`config.mk`:
```
export PLATFORM = sky130hd
export DESIGN_NAME = compute_tile_pe
export DESIGN_NICKNAME = d
export VERILOG_FILES = /design/src/rtl/compute_tile_pe.sv
export SDC_FILE = /design/constraint.sdc
export NUM_CORES = 1
export LEC_CHECK = 0
export ABC_AREA = 1
export CORE_MARGIN = 3
export CORE_UTILIZATION = 60
export CTS_CLUSTER_DIAMETER = 50
export CTS_CLUSTER_SIZE = 40
export DETAILED_ROUTE_END_ITERATION = 16
export GPL_TIMING_DRIVEN = 1
export PLACE_DENSITY = 0.77
export SLEW_MARGIN = 30
export SYNTH_ARGS = -nofsm -noshare
export SYNTH_HDL_FRONTEND = slang
export SYNTH_SLANG_ARGS = --single-unit
```
`constraint.sdc`:
```
create_clock -name clk -period 2.85 [get_ports clk]
set_input_delay 0.4275 -clock clk [delete_from_list [all_inputs] [get_ports clk]]
set_output_delay 0.4275 -clock clk [all_outputs]
set_load 0.01 [all_outputs]
```
`src/rtl/compute_tile_pe.sv`:
```
`default_nettype none
// ============================================================================
// compute_tile_pe : weight-stationary PE with ADD/SUB/MAX, shift-add MUL/MAC
// Revision: 1.0
// ============================================================================
module compute_tile_pe #(
  parameter int DW     = 8,
  parameter int WDEPTH = 4,
  parameter int NCORES = 4,
  localparam int SELW  = (WDEPTH > 1) ? $clog2(WDEPTH) : 1,
  localparam int DSTW  = (NCORES > 1) ? $clog2(NCORES) : 1
) (
  input  logic            clk,
  input  logic            rst_n,
  input  logic            in_valid,
  output logic            in_ready,
  input  logic [1:0]      in_type,
  input  logic [SELW-1:0] in_sel,
  input  logic [DW-1:0]   in_data,
  output logic            out_valid,
  input  logic            out_ready,
  output logic [DW-1:0]   out_data,
  output logic [DSTW-1:0] out_dest,
  output logic            out_has_dest
);

  localparam int CNTW = $clog2(DW + 1);

  localparam logic [1:0] T_LOAD_W = 2'b00;
  localparam logic [1:0] T_CONFIG = 2'b01;
  localparam logic [1:0] T_DATA   = 2'b10;
  localparam logic [1:0] T_FLUSH  = 2'b11;

  localparam logic [2:0] OP_ADD = 3'b000;
  localparam logic [2:0] OP_SUB = 3'b001;
  localparam logic [2:0] OP_MUL = 3'b010;
  localparam logic [2:0] OP_MAC = 3'b011;
  localparam logic [2:0] OP_MAX = 3'b100;

  typedef enum logic [1:0] {IDLE = 2'b00, BUSY = 2'b01, HOLD = 2'b10} state_t;

  state_t              state_q, state_d;
  logic [DW-1:0]       weight_q [WDEPTH];
  logic [DW-1:0]       weight_d [WDEPTH];
  logic [2*DW-1:0]     acc_q, acc_d;
  logic [2*DW-1:0]     prod_q, prod_d;
  logic [2*DW-1:0]     mcand_q, mcand_d;
  logic [DW-1:0]       mplier_q, mplier_d;
  logic [CNTW-1:0]     cnt_q, cnt_d;
  logic [2:0]          op_q, op_d;
  logic                sat_q, sat_d;
  logic [SELW-1:0]     wsel_q, wsel_d;
  logic [DSTW-1:0]     dest_q, dest_d;
  logic                has_dest_q, has_dest_d;
  logic [DW-1:0]       out_data_q, out_data_d;
  logic [DSTW-1:0]     out_dest_q, out_dest_d;
  logic                out_has_dest_q, out_has_dest_d;

  logic [DW-1:0]       w_weight;
  logic [DW:0]         w_sum;
  logic [DW:0]         w_diff;
  logic                w_accept;

  // An out-of-range wsel (non power-of-two WDEPTH) reads as zero.
  assign w_weight = (int'(wsel_q) < WDEPTH) ? weight_q[wsel_q] : '0;
  assign w_sum    = {1'b0, in_data} + {1'b0, w_weight};
  assign w_diff   = {1'b0, in_data} - {1'b0, w_weight};
  assign w_accept = in_valid && (state_q == IDLE);

  assign in_ready     = (state_q == IDLE);
  assign out_valid    = (state_q == HOLD);
  assign out_data     = out_data_q;
  assign out_dest     = out_dest_q;
  assign out_has_dest = out_has_dest_q;

  always_comb begin
    state_d        = state_q;
    weight_d       = weight_q;
    acc_d          = acc_q;
    prod_d         = prod_q;
    mcand_d        = mcand_q;
    mplier_d       = mplier_q;
    cnt_d          = cnt_q;
    op_d           = op_q;
    sat_d          = sat_q;
    wsel_d         = wsel_q;
    dest_d         = dest_q;
    has_dest_d     = has_dest_q;
    out_data_d     = out_data_q;
    out_dest_d     = out_dest_q;
    out_has_dest_d = out_has_dest_q;

    case (state_q)
      IDLE: begin
        if (w_accept) begin
          case (in_type)
            T_LOAD_W: begin
              if (int'(in_sel) < WDEPTH) weight_d[in_sel] = in_data;
            end
            T_CONFIG: begin
              op_d       = in_data[2:0];
              sat_d      = in_data[3];
              dest_d     = in_data[4 +: DSTW];
              wsel_d     = in_sel;
              has_dest_d = 1'b1;
            end
            T_DATA: begin
              out_dest_d     = dest_q;
              out_has_dest_d = has_dest_q;
              case (op_q)
                OP_MUL, OP_MAC: begin
                  mcand_d  = {{DW{1'b0}}, w_weight};
                  mplier_d = in_data;
                  prod_d   = '0;
                  cnt_d    = '0;
                  state_d  = BUSY;
                end
                OP_SUB: begin
                  out_data_d = (sat_q && w_diff[DW]) ? '0 : w_diff[DW-1:0];
                  state_d    = HOLD;
                end
                OP_MAX: begin
                  out_data_d = (in_data > w_weight) ? in_data : w_weight;
                  state_d    = HOLD;
                end
                default: begin
                  out_data_d = (sat_q && w_sum[DW]) ? {DW{1'b1}} : w_sum[DW-1:0];
                  state_d    = HOLD;
                end
              endcase
            end
            T_FLUSH: begin
              out_data_d     = (acc_q[2*DW-1:DW] != '0) ? {DW{1'b1}} : acc_q[DW-1:0];
              out_dest_d     = dest_q;
              out_has_dest_d = has_dest_q;
              acc_d          = '0;
              state_d        = HOLD;
            end
            default: ;
          endcase
        end
      end
      BUSY: begin
        // DW shift-add steps, then one extra cycle to retire the product.
        if (cnt_q != CNTW'(DW)) begin
          if (mplier_q[0]) prod_d = prod_q + mcand_q;
          mcand_d  = mcand_q << 1;
          mplier_d = mplier_q >> 1;
          cnt_d    = cnt_q + CNTW'(1);
        end else if (op_q == OP_MAC) begin
          acc_d   = acc_q + prod_q;
          state_d = IDLE;
        end else begin
          out_data_d = (sat_q && (prod_q[2*DW-1:DW] != '0)) ? {DW{1'b1}} : prod_q[DW-1:0];
          state_d    = HOLD;
        end
      end
      HOLD: begin
        if (out_ready) state_d = IDLE;
      end
      default: state_d = IDLE;
    endcase
  end

  always_ff @(posedge clk or negedge rst_n) begin
    if (!rst_n) begin
      state_q        <= IDLE;
      weight_q       <= '{default: '0};
      acc_q          <= '0;
      prod_q         <= '0;
      mcand_q        <= '0;
      mplier_q       <= '0;
      cnt_q          <= '0;
      op_q           <= OP_ADD;
      sat_q          <= 1'b0;
      wsel_q         <= '0;
      dest_q         <= '0;
      has_dest_q     <= 1'b0;
      out_data_q     <= '0;
      out_dest_q     <= '0;
      out_has_dest_q <= 1'b0;
    end else begin
      state_q        <= state_d;
      weight_q       <= weight_d;
      acc_q          <= acc_d;
      prod_q         <= prod_d;
      mcand_q        <= mcand_d;
      mplier_q       <= mplier_d;
      cnt_q          <= cnt_d;
      op_q           <= op_d;
      sat_q          <= sat_d;
      wsel_q         <= wsel_d;
      dest_q         <= dest_d;
      has_dest_q     <= has_dest_d;
      out_data_q     <= out_data_d;
      out_dest_q     <= out_dest_d;
      out_has_dest_q <= out_has_dest_d;
    end
  end

endmodule
`default_nettype wire

```
==> results.toml <==
[yosys]
synth_area_leaders = "dfrtp_1 (39%), nand2_1 (14%), ha_1 (8.3%)"
synth_cells = 972
synth_top_area_share_pct = 39.28
synth_top_area_cell = "dfrtp_1"
ys_types = 42
ys.flop_type = "dfrtp_1"
async_flop_share_pct = 100.0
synth-seq-cells = 114
synth-edff-count = 0
synth.yosys.seq_area_share_pct = 39.28
synth_area_sq_mm = 0.007263
syn-mean-instance-area_sq_um = 7.472
ys.warnings.count = 0
syn-num-nets = 1040

[sta]
fin_skew_ns = 0.01107
slew_viol_final = 0
worst_pin_slew_ns = 0.6374
hold_ws_ns = 0.4575
hold_violations = 0
slew_headroom_pct = 57.39
max_freq_mhz = 381.8
finalSetupViolCount = 0
fin_ws_ns = 0.2310
rsz0062_at_grt = "no"
tns_ns = 0
finalCritPeriodShare_pct = 91.89
fin_crit_ns = 2.619

[detailed_routing]
first_pass_iters = 6
wl_met3_microns = 1056
top_layer = "met4"
avgViaCountPerCell = 5.702
drc = 0
drt_iter0_drc = 619
wl_met1_microns = 8061
wl_met2_microns = 9207
ant_nets = 0
wirelength_microns = 18990
vias = 6803
wire_per_inst_microns = 15.92

[floorplanning]
pin_count = 29
floorplan.die_area_sq_mm = 0.01346
chipHeight_microns = 116.0
fp.coreArea_sq_mm = 0.01161
start_util_pct = 62.54
row_count = 39
die_w_microns = 116.0

[power_and_ir_drop]
ir_worst_vdd_uv = 758.5
p_per_area_mw_per_mm2 = 1188
leakagePower_nw = 4.374

[cts]
cts-root-buf = "clkbuf_16"
clock-sinks = 114
htreeDepth = 4
clk_latency_ns = 0.42
cts_tree = "built"
path_clk_slew_ns = 0.05
cts_max_path_buffers = 2
cts_buffers = 17

[placement]
place_area_sq_mm = 0.007919
pre_cts_ws_ns = 0.1376
numPortBuffers = 28
globalplace.congestion = 0.9723
dp_hpwl_microns = 14280

[layout]
drive_gt1_share_pct = 10.00
fillers = 915
final_cell_mix = "nand2_1 (273), dfrtp_1 (114), inv_1 (101)"
layout_commonest_cell = "nand2_1"
synthToLayoutAreaGrowth_pct = 18.09
fin_nets = 1105
finish.instance_area_sq_mm = 0.008577
fin_util_pct = 73.85
num_antenna_cells = 0

[hold_path]
hold_path_class = "flip-flop to flip-flop"

[critical_path]
worstSetupPathType = "flip-flop to flip-flop"
cp-start-kind = "flip-flop"
required_ns = 3.15
path_max_fanout = 8
crit_arrival_ns = 2.92
worstSetupEndpointType = "flip-flop"

[global_routing]
grt_use_total_pct = 30.06
grt_overflow = 0
grt_antenna_before_repair = 0
grt_max_degree = 60
grt_pass1_vias = 6544
grt_pass1_wl_microns = 31440

[status]
status = "finished clean"

[flow_run]
drv_cap = 0
## what timing repair did
action,in CTS,in global routing
endpoints found under the hold margin,26,0
buffers inserted,0,0
hold buffers,1,0
gates resized for setup,0,13
endpoints found under the setup margin,0,8
## power by group
group / switching [mW] / total, mW / internal (mW)
clock network: 0.788 / 2.13 / 1.34
logic: 3.23 / 5.31 / 2.08
registers: 0.505 / 2.74 / 2.24
## sequential cells by signal, indices dropped and copies added, names as in the netlist, 2 cells and up
signal / count
mplier_q: 8
state_q: 2
op_q: 3
wsel_q: 2
dest_q: 2
mcand_q: 16
out_data: 8
acc_q: 16
prod_q: 16
cnt_q: 4
out_dest: 2
weight_q: 32
## synth_stat cells (3+ instances only)
library cell / instances
xor2_1: 12
nand3b_1: 5
a21oi_1: 66
clkbuf_1: 9
o22ai_1: 22
buf_2: 9
xnor2_1: 6
inv_1: 103
nand2_1: 276
o31ai_1: 3
nand3_1: 84
o21ai_0: 90
nor2_2: 5
a21o_1: 5
nor2_1: 49
nand4_1: 5
ha_1: 48
o21ai_1: 12
dfrtp_1: 114
fa_1: 4
inv_2: 6
a31oi_1: 7
a22oi_1: 7
## per-stage QoR
step | total power, mW | instances
floorplan | 6.162 | 972
global placement | 7.776 | 1160
detailed placement | 7.859 | 1160
CTS | 10.05 | 1193
global route | 11.06 | 1193
finish | 10.19 | 1193
## path summary, 6_finish.rpt
check	startpoint	cells after the start	to	slack, ns
min in group asynchronous	rst_n	2	acc_q[1]$_DFFE_PN0P_	0.47
min	has_dest_q$_DFFE_PN0P_	2	has_dest_q$_DFFE_PN0P_	0.46
max	wsel_q[0]$_DFFE_PN0P_	19	out_data[4]$_DFFE_PN0P_	0.23
max reg2reg	wsel_q[0]$_DFFE_PN0P_	19	out_data[4]$_DFFE_PN0P_	0.23
max in group asynchronous	rst_n	3	prod_q[13]$_DFFE_PN0P_	1.68
min reg2reg	has_dest_q$_DFFE_PN0P_	2	has_dest_q$_DFFE_PN0P_	0.46
## logic make-up (layout without fill, tap and decap cells)
kind of cell / after synthesis / after routing / share of synthesized area [%]
AO/OA/AOI/OAI: 219 / 219 / 16.40
adder cells (fa/ha/maj): 52 / 52 / 9.371
XOR/XNOR: 18 / 18 / 2.171
flip-flops: 114 / 114 / 39.28
multiplexers: 2 / 2 / 0.3101
buffers and inverters: 132 / 210 / 7.183
AND/OR/NAND/NOR: 435 / 435 / 25.29
## metal layers
layer  global-route usage [%]  vias up
met5                        0        -
met4                    12.30        0
met3                    5.379       45
met2                    50.17      211
met1                    38.80     3173
li1                         -     3374
## area by class of cell
class,instances,area (sq um),area share [%]
repair buffers,68,593.1,6.915
well taps,143,178.9,2.086
flip-flops and latches,114,2853,33.26
clock buffers,19,452.9,5.281
clock inverters,13,150.1,1.751
inverters,110,415.4,4.843
multi-input cells,726,3934,45.86
## critical path, stage by stage, from the launching register on
cell and delay (ns):
dfrtp_1 0.40, buf_4 0.16, a21oi_1 0.11, o21ai_0 0.09, nand2_1 0.10, inv_2 0.06, ha_1 0.23, fa_2 0.36
nand3_1 0.09, nand2_1 0.08, nand3b_1 0.11, nand2_1 0.07, nand2_2 0.13, nand2_1 0.07, nand2_1 0.06, nand3_1 0.11
o21ai_1 0.11, nand2_1 0.07, nand2_1 0.06, nand2_1 0.05
Note: power is estimated with default switching activity, not from simulation.
